===== config.mk =====
export PLATFORM = sky130hd
export DESIGN_NAME = matrix_stream_loader
export DESIGN_NICKNAME = d
export VERILOG_FILES = /design/src/rtl/matrix_pkg.sv /design/src/rtl/matrix_rc_counter.sv /design/src/rtl/matrix_stream_loader.sv
export SDC_FILE = /design/constraint.sdc
export NUM_CORES = 1
export LEC_CHECK = 0
export ABC_AREA = 1
export CORE_AREA = 2 2 243 245
export CTS_CLUSTER_SIZE = 16
export DETAILED_ROUTE_END_ITERATION = 16
export DIE_AREA = 0 0 245 247
export PLACE_DENSITY_LB_ADDON = 0.2
export REMOVE_ABC_BUFFERS = 1
export SLEW_MARGIN = 40
export SYNTH_ARGS = -nofsm -noshare
export SYNTH_HDL_FRONTEND = slang
export SYNTH_SLANG_ARGS = --single-unit

===== constraint.sdc =====
create_clock -name clock -period 2 [get_ports clock]
set_input_delay 0.2 -clock clock [delete_from_list [all_inputs] [get_ports clock]]
set_output_delay 0.2 -clock clock [all_outputs]
set_load 0.02 [all_outputs]

===== src/rtl/matrix_pkg.sv =====
// Shared types and defaults for the matrix stream loader.
// Build option: MATRIX_LOADER_BT_EN (B stream arrives column-major).
package matrix_pkg;

  typedef enum logic [1:0] {
    S_LOAD_A = 2'd0,
    S_LOAD_B = 2'd1,
    S_FULL   = 2'd2
  } loader_state_t;

  localparam int DEF_AROWS     = 3;
  localparam int DEF_ACOLUMNS  = 3;
  localparam int DEF_BROWS     = 3;
  localparam int DEF_BCOLUMNS  = 3;
  localparam int DEF_WIDTH_BIT = 32;
  localparam int DEF_A_ELEMS   = DEF_AROWS * DEF_ACOLUMNS;
  localparam int DEF_B_ELEMS   = DEF_BROWS * DEF_BCOLUMNS;

  // Index width for a dimension of n entries (at least one bit).
  function automatic int idx_width(input int n);
    return (n > 1) ? $clog2(n) : 1;
  endfunction

endpackage


===== src/rtl/matrix_rc_counter.sv =====
// Row/column write-address counter for one matrix.
// COL_MAJOR=0: col is the fastest index; COL_MAJOR=1: row is the fastest index.
// Both counters wrap to (0,0) after the last element, so no out-of-range index is produced.
module matrix_rc_counter
  import matrix_pkg::*;
#(
  parameter int ROWS      = 3,
  parameter int COLS      = 3,
  parameter bit COL_MAJOR = 1'b0
) (
  input  logic                        clock,
  input  logic                        reset,
  input  logic                        inc,
  input  logic                        clr,
  output logic [idx_width(ROWS)-1:0]  row,
  output logic [idx_width(COLS)-1:0]  col,
  output logic                        last
);

  localparam int RW = idx_width(ROWS);
  localparam int CW = idx_width(COLS);
  localparam logic [RW-1:0] ROW_MAX = RW'(ROWS - 1);
  localparam logic [CW-1:0] COL_MAX = CW'(COLS - 1);

  logic row_end;
  logic col_end;

  assign row_end = (row == ROW_MAX);
  assign col_end = (col == COL_MAX);
  assign last    = row_end && col_end;

  // Advance the element address on each accepted write; clr restarts at (0,0).
  always_ff @(posedge clock) begin
    if (reset || clr) begin
      row <= '0;
      col <= '0;
    end else if (inc) begin
      if (COL_MAJOR) begin
        row <= row_end ? '0 : row + RW'(1);
        if (row_end) col <= col_end ? '0 : col + CW'(1);
      end else begin
        col <= col_end ? '0 : col + CW'(1);
        if (col_end) row <= row_end ? '0 : row + RW'(1);
      end
    end
  end

endmodule


===== src/rtl/matrix_stream_loader.sv =====
// Fills registered A then B arrays from a serial element stream, then holds them
// (loaded=1) until release_i. Build option: MATRIX_LOADER_BT_EN makes the B stream
// column-major (B arrives transposed); A ordering and timing are unchanged.
//
// Handshake: an element transfers on a posedge where in_valid && in_ready. in_ready
// depends only on state and reset, never on in_valid; in_valid may drop at any time.
// flush beats a coincident handshake (element dropped) and a coincident release_i.
module matrix_stream_loader
  import matrix_pkg::*;
#(
  parameter int AROWS     = DEF_AROWS,
  parameter int ACOLUMNS  = DEF_ACOLUMNS,
  parameter int BROWS     = DEF_BROWS,
  parameter int BCOLUMNS  = DEF_BCOLUMNS,
  parameter int WIDTH_BIT = DEF_WIDTH_BIT
) (
  input  logic                 clock,
  input  logic                 reset,
  input  logic                 in_valid,
  input  logic [WIDTH_BIT-1:0] in_data,
  output logic                 in_ready,
  input  logic                 release_i,
  input  logic                 flush,
  output logic [WIDTH_BIT-1:0] MatrixA [AROWS][ACOLUMNS],
  output logic [WIDTH_BIT-1:0] MatrixB [BROWS][BCOLUMNS],
  output logic                 loaded,
  output loader_state_t        debug_state
);

  if (ACOLUMNS != BROWS) begin : g_dim_check
    $error("matrix_stream_loader: ACOLUMNS must equal BROWS");
  end

`ifdef MATRIX_LOADER_BT_EN
  localparam bit B_COL_MAJOR = 1'b1;
`else
  localparam bit B_COL_MAJOR = 1'b0;
`endif

  loader_state_t state;

  logic [idx_width(AROWS)-1:0]    a_row;
  logic [idx_width(ACOLUMNS)-1:0] a_col;
  logic [idx_width(BROWS)-1:0]    b_row;
  logic [idx_width(BCOLUMNS)-1:0] b_col;
  logic a_last;
  logic b_last;
  logic accept;
  logic a_inc;
  logic b_inc;

  assign in_ready    = !reset && (state != S_FULL);
  assign loaded      = (state == S_FULL);
  assign debug_state = state;
  assign accept      = in_valid && in_ready && !flush;
  assign a_inc       = accept && (state == S_LOAD_A);
  assign b_inc       = accept && (state == S_LOAD_B);

  matrix_rc_counter #(.ROWS(AROWS), .COLS(ACOLUMNS), .COL_MAJOR(1'b0)) u_a_cnt (
    .clock (clock),
    .reset (reset),
    .inc   (a_inc),
    .clr   (flush),
    .row   (a_row),
    .col   (a_col),
    .last  (a_last)
  );

  matrix_rc_counter #(.ROWS(BROWS), .COLS(BCOLUMNS), .COL_MAJOR(B_COL_MAJOR)) u_b_cnt (
    .clock (clock),
    .reset (reset),
    .inc   (b_inc),
    .clr   (flush),
    .row   (b_row),
    .col   (b_col),
    .last  (b_last)
  );

  // Load sequencing: A, then B, then hold until released; flush restarts at A.
  always_ff @(posedge clock) begin
    if (reset || flush) begin
      state <= S_LOAD_A;
    end else begin
      case (state)
        S_LOAD_A: if (a_inc && a_last) state <= S_LOAD_B;
        S_LOAD_B: if (b_inc && b_last) state <= S_FULL;
        S_FULL:   if (release_i)       state <= S_LOAD_A;
        default:                       state <= S_LOAD_A;
      endcase
    end
  end

  // Element storage: cleared only by reset, otherwise overwritten in place.
  always_ff @(posedge clock) begin
    if (reset) begin
      for (int r = 0; r < AROWS; r++)
        for (int c = 0; c < ACOLUMNS; c++)
          MatrixA[r][c] <= '0;
      for (int r = 0; r < BROWS; r++)
        for (int c = 0; c < BCOLUMNS; c++)
          MatrixB[r][c] <= '0;
    end else begin
      if (a_inc) MatrixA[a_row][a_col] <= in_data;
      if (b_inc) MatrixB[b_row][b_col] <= in_data;
    end
  end

endmodule


==> impl_metrics.yaml <==
run_status:
  outcome: "finished, final reports clean"
worst_setup_path:
  timing.rr.start: "debug_state[0]$_SDFFE_PP0P_"
  slowest_delay_ns: 0.69
  slowest_stage: "clkdlybuf4s50_1"
  required_ns: 1.80
  cp_cell_sequence: "clkdlybuf4s50_1"
  crit_type: "reg2out"
  reg2reg_slack_ns: 0.30
  critPathLaunchType: "flop"
  path_buf_inv: 1
  arrival_ns: 1.71
  critPathMaxFanout: 4
  cp.depth: 1
  crit_family: "buffers and inverters"
  reg2reg_depth: 8
  cp-end-kind: "output pin"
  reg2reg_to: "MatrixB[277]$_SDFFE_PP0P_"
finish:
  fill_cells: 5465
  drive_above_1_share: 0.0684
  insertedDiodeCount: 0
  synthToLayoutAreaGrowth_pct: 43.7
  post-route-util: 0.537
  nets: 3517
cts:
  clock_path_buffers: 3
  post_cts_buffers: 0
  cts_buffers: 60
  tritoncts: "yes"
  root_buffer: "clkbuf_16"
  path_clk_slew_ns: 0.07
  insertion_delay_ns: 0.62
  cts_sinks: 586
  holdBufCountCts: 0
  ctsHtreeMaxLevel: 2
pwr:
  ir_worst_vdd_uv: 638
  combPwrFrac: 0.043
  switching_power_uw: 5440
  clockPowerShare: 0.476
  p_int_uw: 18900
  seq_power_share: 0.481
  sw_frac_of_total: 0.223
  power_density_nw_per_um2: 778
  leakagePower_uw: 0.0111
synth:
  synthCells: 2937
  synth_area_sq_um: 21800
  ys_seq_area_frac: 0.539
  synthDistinctLibCells: 19
  ys_ff_latch: 586
  yosysWarningCount: 0
  avgSynthCellArea_sq_um: 7.41
sta:
  drv_slew: 0
  final.setup_skew_ns: 0.0121
  tightest_slew_ns: 0.813
  max_slew_margin: 0.458
  fin_crit_ns: 1.91
  max_freq_mhz: 525
  fin_hold_ws_ns: 0.0945
  rsz0062_at_grt: "no"
  hold_violations: 0
  fin_crit_sh: 0.953
  setup_viol: 0
floorplanning:
  io_pins: 617
  die_h_um: 247
  core.rowCount: 89
  core-area_sq_um: 58200
  initial_core_util: 0.374
  die-area_sq_um: 60500
  dieWidth_um: 245
detailed_routing:
  avgViaCountPerCell: 5.15
  ant_nets: 0
  drtPass1Iterations: 6
  wl_per_cell_um: 20.1
  drc: 0
  via_count: 22102
  wirelength_um: 86100
  first_iter_violations: 1861
global_routing:
  grt-ovfl-total: 0
  grt_pass1_wl_um: 127000
  antenna_found_initial: 1
  grt_use_total: 0.272
  grt_pass1_vias: 20419
  grt_max_degree: 140
run:
  cap_violations: 0
min_path:
  holdPathStages: 4
  holdPathEnd: "MatrixB[31]$_SDFFE_PP0P_"
  min-delay-start: "reset"
  hold_class: "in2reg"
place:
  io_buffers: 616
  gp_congestion: 0.849
  dp_hpwl_um: 59600
[what timing repair did]
action / CTS / global route
endpoints found under the hold margin: 0 / 0
resized for setup: 3 / 0
endpoints found under the setup margin: 2 / 0
[worst max path at each step]
| stage | to | start | slack [ns] |
|---|---|---|---|
| 2_1_floorplan | debug_state[0]$_SDFFE_PP0P_ | debug_state[0]$_SDFFE_PP0P_ | -7.02 |
| 3_3_place_gp | MatrixB[153]$_SDFFE_PP0P_ | flush | -0.04 |
| 3_5_place_dp | MatrixB[223]$_SDFFE_PP0P_ | flush | -0.09 |
| 4_1_cts | debug_state[0] | debug_state[0]$_SDFFE_PP0P_ | 0.06 |
| 5_1_grt | debug_state[0] | debug_state[0]$_SDFFE_PP0P_ | 0.05 |
| 6_report | debug_state[0] | debug_state[0]$_SDFFE_PP0P_ | 0.09 |
[layout make-up]
cell class | count | area (sq um) | share of cell area
Sequential cell | 586 | 11700 | 0.375
Multi-Input combinational cell | 2040 | 8810 | 0.281
Timing Repair Buffer | 735 | 7550 | 0.241
Clock buffer | 89 | 1790 | 0.0573
Tap cell | 773 | 967 | 0.0309
Clock inverter | 15 | 231 | 0.00740
Inverter | 57 | 219 | 0.00700
[layer usage]
metal	vias to the layer above	part of all wire	track usage
met2	1027	0.46	0.430
li1	10480	-	-
met5	-	0.00015	0
met3	189	0.083	0.0650
met1	10404	0.42	0.354
met4	2	0.042	0.115
[sequential cells by signal, indices dropped and copies added (netlist names)]
signal and flops:
debug_state 2, MatrixB 288, u_a_cnt.row 2, u_b_cnt.row 2, u_b_cnt.col 2, u_a_cnt.col 2, MatrixA 288
[per-stage QoR]
stage | setup WS (ns) | cell area (sq um) | power (uW) | TNS, ns | instances
after CTS | 0.0578 | 31300 | 24500 | 0 | 4295
after floorplan | -7.02 | 20600 | 12300 | -2633.93 | 2683
after global routing | 0.0535 | 31300 | 25100 | 0 | 4295
final | 0.0937 | 31300 | 24300 | 0 | 4295
after global placement | -0.0431 | 29300 | 13000 | -0.225 | 4191
after detailed placement | -0.0884 | 29300 | 13000 | -4.19 | 4191
[worst reg2reg max path, cell delays in order (launching register included)]
cell	delay (ns)
dfxtp_1	0.40
inv_1	0.10
nor2_2	0.15
nand3_4	0.20
nor2_4	0.22
buf_12	0.24
nand2_1	0.17
nand2_1	0.07
nor2_1	0.04
[cell usage in the layout, fill, tap and decap left out, drive strengths merged]
cell / instances
a21oi: 362
nor2: 476
clkinv: 8
clkinvlp: 1
dfxtp: 586
buf: 120
bufinv: 6
dlygate4sd2: 2
and2: 1
nand2: 781
clkdlybuf4s50: 613
inv: 57
clkbuf: 89
nand3: 420
[Yosys cell counts]
library cell	number	area [sq um]
a21oi_1	362	1810
inv_2	3	11.3
and2_1	1	6.26
nor2_8	1	20.0
buf_6	1	11.3
nand2_2	1	6.26
clkinv_1	1	3.75
buf_4	16	120
inv_1	53	199
nand3_1	419	2100
nor2_1	469	1760
nor2_4	4	45.0
buf_1	23	86.3
clkbuf_1	130	488
nor2_2	2	12.5
dfxtp_1	586	11700
nand3_4	1	17.5
nand2_1	780	2930
buf_2	84	420
[power by group through the flow]
stage                     registers [uW]  clock network [uW]  logic, uW
after floorplan                    12000                   0        332
after global placement             12000                   0       1020
after detailed placement           12000                   0       1030
after CTS                          11700               11800       1030
after global routing               11700               12300       1120
final                              11700               11600       1050
[logic make-up after synthesis]
| family | synth area share |
|---|---|
| AOI/OAI and AO/OA | 0.0832 |
| buffers and inverters | 0.0615 |
| DFF | 0.539 |
| and+or+nand+nor | 0.317 |
Note: power is estimated with default switching activity, not from simulation.
